[src/rtl/pwm_deadtime.sv]
// Complementary half-bridge gate driver with programmable dead time and latched fault shutdown.
// Optional switching-event counter on Sw_cnt is built only when PWM_DEADTIME_SW_CNT_EN is defined.
module pwm_deadtime #(
  parameter int DT_W = 8
) (
  input  logic            Clock,
  input  logic            Reset_n,
  input  logic            PWM_i,
  input  logic            Enable,
  input  logic [DT_W-1:0] Dead_time,
  input  logic            Fault_n,
  input  logic            Fault_clr,
  output logic            High_o,
  output logic            Low_o,
  output logic            Fault_o,
  output logic [15:0]     Sw_cnt
);

  typedef enum logic [2:0] {
    S_IDLE,
    S_DEAD,
    S_HIGH,
    S_LOW,
    S_FAULT
  } state_t;

  state_t          r_state;
  state_t          w_nextState;
  logic [DT_W-1:0] r_cnt;
  logic [DT_W-1:0] w_cntNext;
  logic            r_pwm;
  logic            r_flt1;
  logic            r_flt2;

  // Fault_n is asynchronous; two flops bring it into the Clock domain as an active-high level.
  always_ff @(posedge Clock or negedge Reset_n) begin
    if (!Reset_n) begin
      r_pwm  <= 1'b0;
      r_flt1 <= 1'b0;
      r_flt2 <= 1'b0;
    end else begin
      r_pwm  <= PWM_i;
      r_flt1 <= ~Fault_n;
      r_flt2 <= r_flt1;
    end
  end

  always_comb begin
    w_nextState = r_state;
    w_cntNext   = r_cnt;
    if (r_flt2) begin
      w_nextState = S_FAULT;
    end else if (!Enable && (r_state inside {S_DEAD, S_HIGH, S_LOW})) begin
      w_nextState = S_IDLE;
    end else begin
      case (r_state)
        S_IDLE: begin
          if (Enable) begin
            w_nextState = S_DEAD;
            w_cntNext   = Dead_time;
          end
        end
        S_HIGH: begin
          if (!r_pwm) begin
            w_nextState = S_DEAD;
            w_cntNext   = Dead_time;
          end
        end
        S_LOW: begin
          if (r_pwm) begin
            w_nextState = S_DEAD;
            w_cntNext   = Dead_time;
          end
        end
        // Target side is chosen only at expiry, so PWM activity mid-gap cannot stretch it.
        S_DEAD: begin
          if (r_cnt != '0) begin
            w_cntNext = r_cnt - DT_W'(1);
          end else begin
            w_nextState = r_pwm ? S_HIGH : S_LOW;
          end
        end
        S_FAULT: begin
          if (Fault_clr) begin
            w_nextState = S_IDLE;
          end
        end
        default: begin
          w_nextState = S_IDLE;
        end
      endcase
    end
  end

  // Gate outputs are decoded from the next state so they flip on the same edge as the FSM.
  always_ff @(posedge Clock or negedge Reset_n) begin
    if (!Reset_n) begin
      r_state <= S_IDLE;
      r_cnt   <= '0;
      High_o  <= 1'b0;
      Low_o   <= 1'b0;
      Fault_o <= 1'b0;
    end else begin
      r_state <= w_nextState;
      r_cnt   <= w_cntNext;
      High_o  <= (w_nextState == S_HIGH);
      Low_o   <= (w_nextState == S_LOW);
      Fault_o <= (w_nextState == S_FAULT);
    end
  end

`ifdef PWM_DEADTIME_SW_CNT_EN
  logic [15:0] r_swCnt;
  logic        w_swInc;
  logic        w_swClr;

  assign w_swInc = (r_state == S_DEAD) &&
                   ((w_nextState == S_HIGH) || (w_nextState == S_LOW));
  assign w_swClr = (r_state == S_FAULT) && (w_nextState == S_IDLE);

  // Counts completed dead-time transitions, saturating; an accepted fault clear zeroes it.
  always_ff @(posedge Clock or negedge Reset_n) begin
    if (!Reset_n) begin
      r_swCnt <= 16'h0000;
    end else if (w_swClr) begin
      r_swCnt <= 16'h0000;
    end else if (w_swInc && (r_swCnt != 16'hFFFF)) begin
      r_swCnt <= r_swCnt + 16'd1;
    end
  end

  assign Sw_cnt = r_swCnt;
`else
  assign Sw_cnt = 16'h0000;
`endif

endmodule

[config.mk]
export PLATFORM = sky130hd
export DESIGN_NAME = pwm_deadtime
export DESIGN_NICKNAME = d
export VERILOG_FILES = /design/src/rtl/pwm_deadtime.sv
export SDC_FILE = /design/constraint.sdc
export NUM_CORES = 1
export LEC_CHECK = 0
export CORE_MARGIN = 2
export CORE_UTILIZATION = 40
export CTS_BUF_LIST = sky130_fd_sc_hd__clkbuf_16
export DETAILED_ROUTE_END_ITERATION = 6
export GPL_TIMING_DRIVEN = 1
export PLACE_DENSITY = 0.69
export SYNTH_ARGS = -nofsm -noshare
export SYNTH_HDL_FRONTEND = slang
export SYNTH_SLANG_ARGS = --single-unit
[constraint.sdc]
create_clock -name Clock -period 3.9 [get_ports Clock]
set_input_delay 0.78 -clock Clock [delete_from_list [all_inputs] [get_ports Clock]]
set_output_delay 0.78 -clock Clock [all_outputs]
set_load 0.03 [all_outputs]
==> run metrics <==
clock sink count 17; synthesis-stage register bit count 17; ANT nets after route 0; Max rail drop VDD 0.243 mV; largest family of logic cells by synthesized area simple AND/OR/NAND/NOR gates; Crit path max-delay family simple AND/OR/NAND/NOR gates; Comb power frac 23.8%; GRT Util Overall 14.3%; Initial Util 41.2%; number of flops mapped to enable cells by yosys 0; Critical path buffers and inverters 1; NumNets Final 145; crit end category flop; Pint 0.396 mW; clock latency on the worst-skew pair 0.25 ns; hold buffer count at cts 0; Crit Path Class input port to flop; Die ar. 3230 sq um; first-pass GRT wire length 3620 microns; slowest stage delay, CP 0.49 ns; Final GP Congestion 0.808; Antenna Cells 0; crit path DAT 2.38 ns; clock network fraction of design power 36.2%; Reg2Reg Depth 6; number of global-route vias before repair 781; Req. time, crit path 4.03 ns; largest net degree at the start of global routing 18; leakage power 0.556 nW; setup violators final 0; DR WL/cell 13.4 microns; remaining global-route overflow 0; htree depth 1; total core area 2710 sq um; synthesis-to-layout area growth 17.4%; Distinct cells, synth 42; num rows 19; total negative setup slack 0 ns; final hold viol count 0; Min-Delay Path Class flop to flop; slew margin rel. 49.7%; Setup crit start kind input port; critical path depth 5; simple-gate share of the synthesized area 21.5%; mux contribution to synthesized area 1.35%; root buffer cell clkbuf_16; Vias/cell 5.19; detailed-route DRC error count 0; DIE HEIGHT 56.8 microns; async set-reset flop share out of synthesis 100%; Post-Route WL 2130 microns; io pins 33; Clock Skew 0.00385 ns; placed wire-length estimate 1550 microns; peak fanout along the critical path 9; initial antenna violation count 0; Synth Area in Compound Gates 20.6%; max-cap viol count 0; sequential power share 40.0%; RSZ-0062 raised after global routing false; minimum clock period 2.25 ns; routed vias 825; worst path cell trace clkdlybuf4s50_1 > or3b_4 > a21oi_4 > nand2_4 > mux2_4; XOR/XNOR Fraction of Synth Area 0.785%; Core Util, Final 48.3%; drt first pass iters 4; Max clock buf depth 2; CTS tree done; NetSw 0.177 mW; sequential-to-total area share from yosys stat 38.1%; post-CTS sizing 0; # Post-CTS Setup Buffers 0; Adder-Cell Fraction of Synth Area 2.24%; Synth Area per Inst 9.96 sq um; layout cell share with drive strength beyond 1 10.2%; Slew Limit Fails 0; post-synthesis cell area 1120 sq um; IO Port Bufs 16; CTS Buf Count 3; final worst-path cycle share 57.7%; Peak Freq 445 MHz; Reg clk slew, reported paths 0.05 ns; First DRT Iteration DRCs 23; ys flop type dfrtp_1; Hold Crit Depth 0; status completed; crit path max-delay cell type clkdlybuf4s50_1; Tightest Pin Transition 0.753 ns; Gate Count Post-Synth 112; PwrDens 437 nW/um^2; Die X 56.8 microns; Syn. warnings 0; worst hold slack 0.355 ns; switch share 30.9%
==> state kept, by name (all words and copies together) (netlist names) <==
name	count
Low_o	1
r_pwm	1
High_o	1
r_flt2	1
Fault_o	1
r_state	3
r_cnt	8
r_flt1	1
==> worst register-to-register path, stage by stage, from the launching register on <==
cell and delay, ns:
dfrtp_1 0.40, inv_1 0.11, ha_1 0.19, nor4b_4 0.35, nand3_4 0.20, nand2_4 0.16, mux2_4 0.30
==> synth_stat cells, types with 3 or more instances <==
library cell	number	area [sq um]
buf_4	16	120
inv_1	7	26.3
nand3_1	4	20.0
o2bb2ai_1	5	43.8
nor2_1	5	18.8
o211ai_1	4	30.0
dfrtp_1	17	425
nor3b_1	3	22.5
a31oi_1	3	18.8
a21oi_1	7	35.0
==> through the flow <==
step                      setup WS (ns)  power [mW]  cells  instance area [sq um]
after floorplan                    2.01       0.338    127                   1170
after global placement             1.42       0.362    155                   1230
after detailed placement           1.39       0.367    155                   1230
after CTS                          1.65       0.577    159                   1310
after global routing               1.58       0.603    159                   1310
final                              1.65       0.573    159                   1310
==> cell families after synthesis <==
logic type,Yosys count
AOI/OAI and AO/OA,32
DFF,17
xor gates and xnor gates,1
muxes,1
and+or+nand+nor,32
adders and majority gates,2
buffers and inverters,26
other,1
==> power by group through the flow <==
stage | combinational [mW] | sequential [mW] | clock, mW
2_1_floorplan | 0.112 | 0.226 | 0
3_3_place_gp | 0.132 | 0.230 | 0
3_5_place_dp | 0.135 | 0.232 | 0
4_1_cts | 0.137 | 0.229 | 0.211
5_1_grt | 0.153 | 0.232 | 0.218
6_report | 0.136 | 0.229 | 0.208
==> final cells by class <==
class / count / area [sq um]
tap: 31 / 38.8
timing repair buffer: 16 / 160
inverter: 7 / 26.3
multi-input combinational: 84 / 579
clock buffer: 3 / 75.1
sequential: 17 / 425
clock inverter: 1 / 5.00
fill: 255 / 1400
==> path summary, 6_finish.rpt <==
check                      slack [ns]      from        to
hold / removal                   0.36    r_flt1    r_flt2
setup / recovery                 1.65    Enable  r_cnt[1]
max in group asynchronous        2.45   Reset_n  r_cnt[5]
setup reg to reg                 2.07  r_cnt[0]  r_cnt[1]
min in group asynchronous        0.98   Reset_n   Fault_o
hold reg to reg                  0.36    r_flt1    r_flt2
==> placed cells by master, fill, tap and decap left out, types with 3 or more instances in the layout <==
cell,synthesis,layout
nand3_1,4,4
a31oi_1,3,3
o211ai_1,4,4
inv_1,7,7
o2bb2ai_1,5,5
dfrtp_1,17,17
nor2_1,5,5
clkdlybuf4s50_1,0,16
clkbuf_16,0,3
conb_1,1,16
nor3b_1,3,3
a21oi_1,7,7
==> routing by layer <==
| metal | wire length [microns] | track usage [%] | vias up | part of all wire, % |
|---|---|---|---|---|
| li1 | - | - | 408 | - |
| met1 | 992 | 19.3 | 383 | 47 |
| met2 | 1020 | 22.9 | 31 | 48 |
| met3 | 98 | 2.07 | 3 | 4.6 |
| met4 | 18 | 5.98 | 0 | 0.85 |
| met5 | 0 | 0 | - | 0 |
(Power assumes the default switching activity.)
==> RTL change (same settings) <==
`DT_W`: 8 -> 6.
--- a/src/rtl/pwm_deadtime.sv
+++ b/src/rtl/pwm_deadtime.sv
@@ -1,7 +1,7 @@
 // Complementary half-bridge gate driver with programmable dead time and latched fault shutdown.
 // Optional switching-event counter on Sw_cnt is built only when PWM_DEADTIME_SW_CNT_EN is defined.
 module pwm_deadtime #(
-  parameter int DT_W = 8
+  parameter int DT_W = 6
 ) (
   input  logic            Clock,
   input  logic            Reset_n,
Ports: changed (resized Dead_time); port bits go from 33 to 31. The function was not compared with the original's and may differ.
==> RTL change against the original RTL <==
  * Clock skew fell by 2.6 ps
  * Sequential cell count fell by 2
  * Routed wire length fell by 27%
  * Setup slack improved by 29 ps
  * Clock power fell by 2%
  * Design area fell by 19%
  * Synthesized area fell by 21%
  * Total power fell by 15%
  * Sequential power fell by 16%
  * Highest routed layer unchanged
==> RTL change: results <==
export IMPL_cell_leakage_power_nw=0.466
export IMPL_dp_hpwl_um=1130
export IMPL_cts_made_buffers=3
export IMPL_placed_instance_area_um2=976
export IMPL_max_slew_margin_rel=0.555
export IMPL_met2_wirelength_um=702
export IMPL_detailroute_wirelength_met3_um=123
export IMPL_grt_first_pass_wirelength_um=2670
export IMPL_cts_root_buffer="clkbuf_16"
export IMPL_io_buffers=14
export IMPL_synth_sequential_area_ratio=0.424
export IMPL_cts_post_setup_buffers_inserted=0
export IMPL_route_detailed_vias_per_inst=4.86
export IMPL_routed_wirelength_um=1540
export IMPL_grt_util_met3=0.0643
export IMPL_pin_count_of_the_biggest_net_entering_global_routing=16
export IMPL_yosysUniqueCellTypes=31
export IMPL_antenna_diode_count=0
export IMPL_cp_slowest_cell="clkdlybuf4s50_1"
export IMPL_worst_endpoint_arrival_ps=2350
export IMPL_critical_path_max_stage_delay_ps=450
export IMPL_share_of_flip_flops_with_an_asynchronous_set_or_reset=1.00
export IMPL_synth_top_cells_by_count="buf_4, dfrtp_1, inv_1"
export IMPL_synth_warnings=0
export IMPL_first_global_vias=587
export IMPL_antenna_found_initial=0
export IMPL_power_ir_vdd_worst_mv=0.334
export IMPL_drive_gt1_frac=0.0865
export IMPL_global_route_usage_met1=0.174
export IMPL_place_congestion=0.818
export IMPL_globalRouteTotalUtil=0.144
export IMPL_min_path_type="reg2reg"
export IMPL_path_clk_slew_ps=50
export IMPL_largest_registers="r_cnt x6, r_state x3"
export IMPL_grtUsageMet2=0.203
export IMPL_area_delta_synth_final_pct=19.5
export IMPL_layout_nets=119
export IMPL_synth_area_top_cells="dfrtp_1, buf_4, a22o_1, ha_1, inv_1"
export IMPL_layout_filler_cells=208
export IMPL_max_cap_violations=0
export IMPL_setup_slack_placement_ps=1420
export IMPL_finalClockSkew_ps=1.27
export IMPL_dr_first_iter_drc_count=10
export IMPL_run_status="finished, final reports clean"
export IMPL_top_layer="met4"
export IMPL_firstDrtPassIters=4
export IMPL_cts_htree_levels=1
export IMPL_wl_met1_um=677
export IMPL_clkLatencyLatePin_ps=250
export IMPL_critPathMaxFanout=9
-- RTL change: through the flow --
stage | power, mW | std cells
floorplan | 0.270 | 105
global placement | 0.286 | 128
detailed placement | 0.289 | 128
CTS | 0.496 | 132
global route | 0.519 | 132
finish | 0.490 | 132
-- RTL change: where the power goes --
group	total [mW]	internal, mW	switching (mW)
logic	0.0954	0.0383	0.0571
clock network	0.203	0.138	0.0644
registers	0.192	0.173	0.0187
-- RTL change: logic make-up after synthesis --
group,synth area share
AO/OA/AOI/OAI,0.188
XOR/XNOR,0.00989
adder cells (fa/ha/maj),0.0282
buffers and inverters,0.185
flip-flops,0.424
multiplexers,0.0127
other,0.00423
AND/OR/NAND/NOR,0.148
-- RTL change: final cells by class --
| class | count | share of cell area |
|---|---|---|
| Sequential cell | 15 | 0.355 |
| Inverter | 6 | 0.0213 |
| Tap cell | 28 | 0.0331 |
| Multi-Input combinational cell | 65 | 0.381 |
| Clock inverter | 1 | 0.00709 |
| Clock buffer | 3 | 0.0709 |
| Timing Repair Buffer | 14 | 0.132 |
-- RTL change: critical path: cells and delay by family --
kind	cells	cell delay, ps
AND/OR/NAND/NOR	2	540
buffers and inverters	1	450
multiplexers	1	310
AO/OA/AOI/OAI	1	260
-- RTL change: worst paths after layout --
| path | start | to | slack [ps] | depth (start not counted) |
|---|---|---|---|---|
| worst max-delay path | Enable | r_cnt[1] | 1680 | 5 |
| worst min-delay path | r_flt1 | r_flt2 | 350 | 0 |
| worst max register to register | r_cnt[0] | r_cnt[1] | 2140 | 6 |
| worst min register to register | r_flt1 | r_flt2 | 350 | 0 |
| max in group asynchronous | Reset_n | r_cnt[3] | 2530 | 1 |
| min in group asynchronous | Reset_n | r_cnt[0] | 940 | 1 |
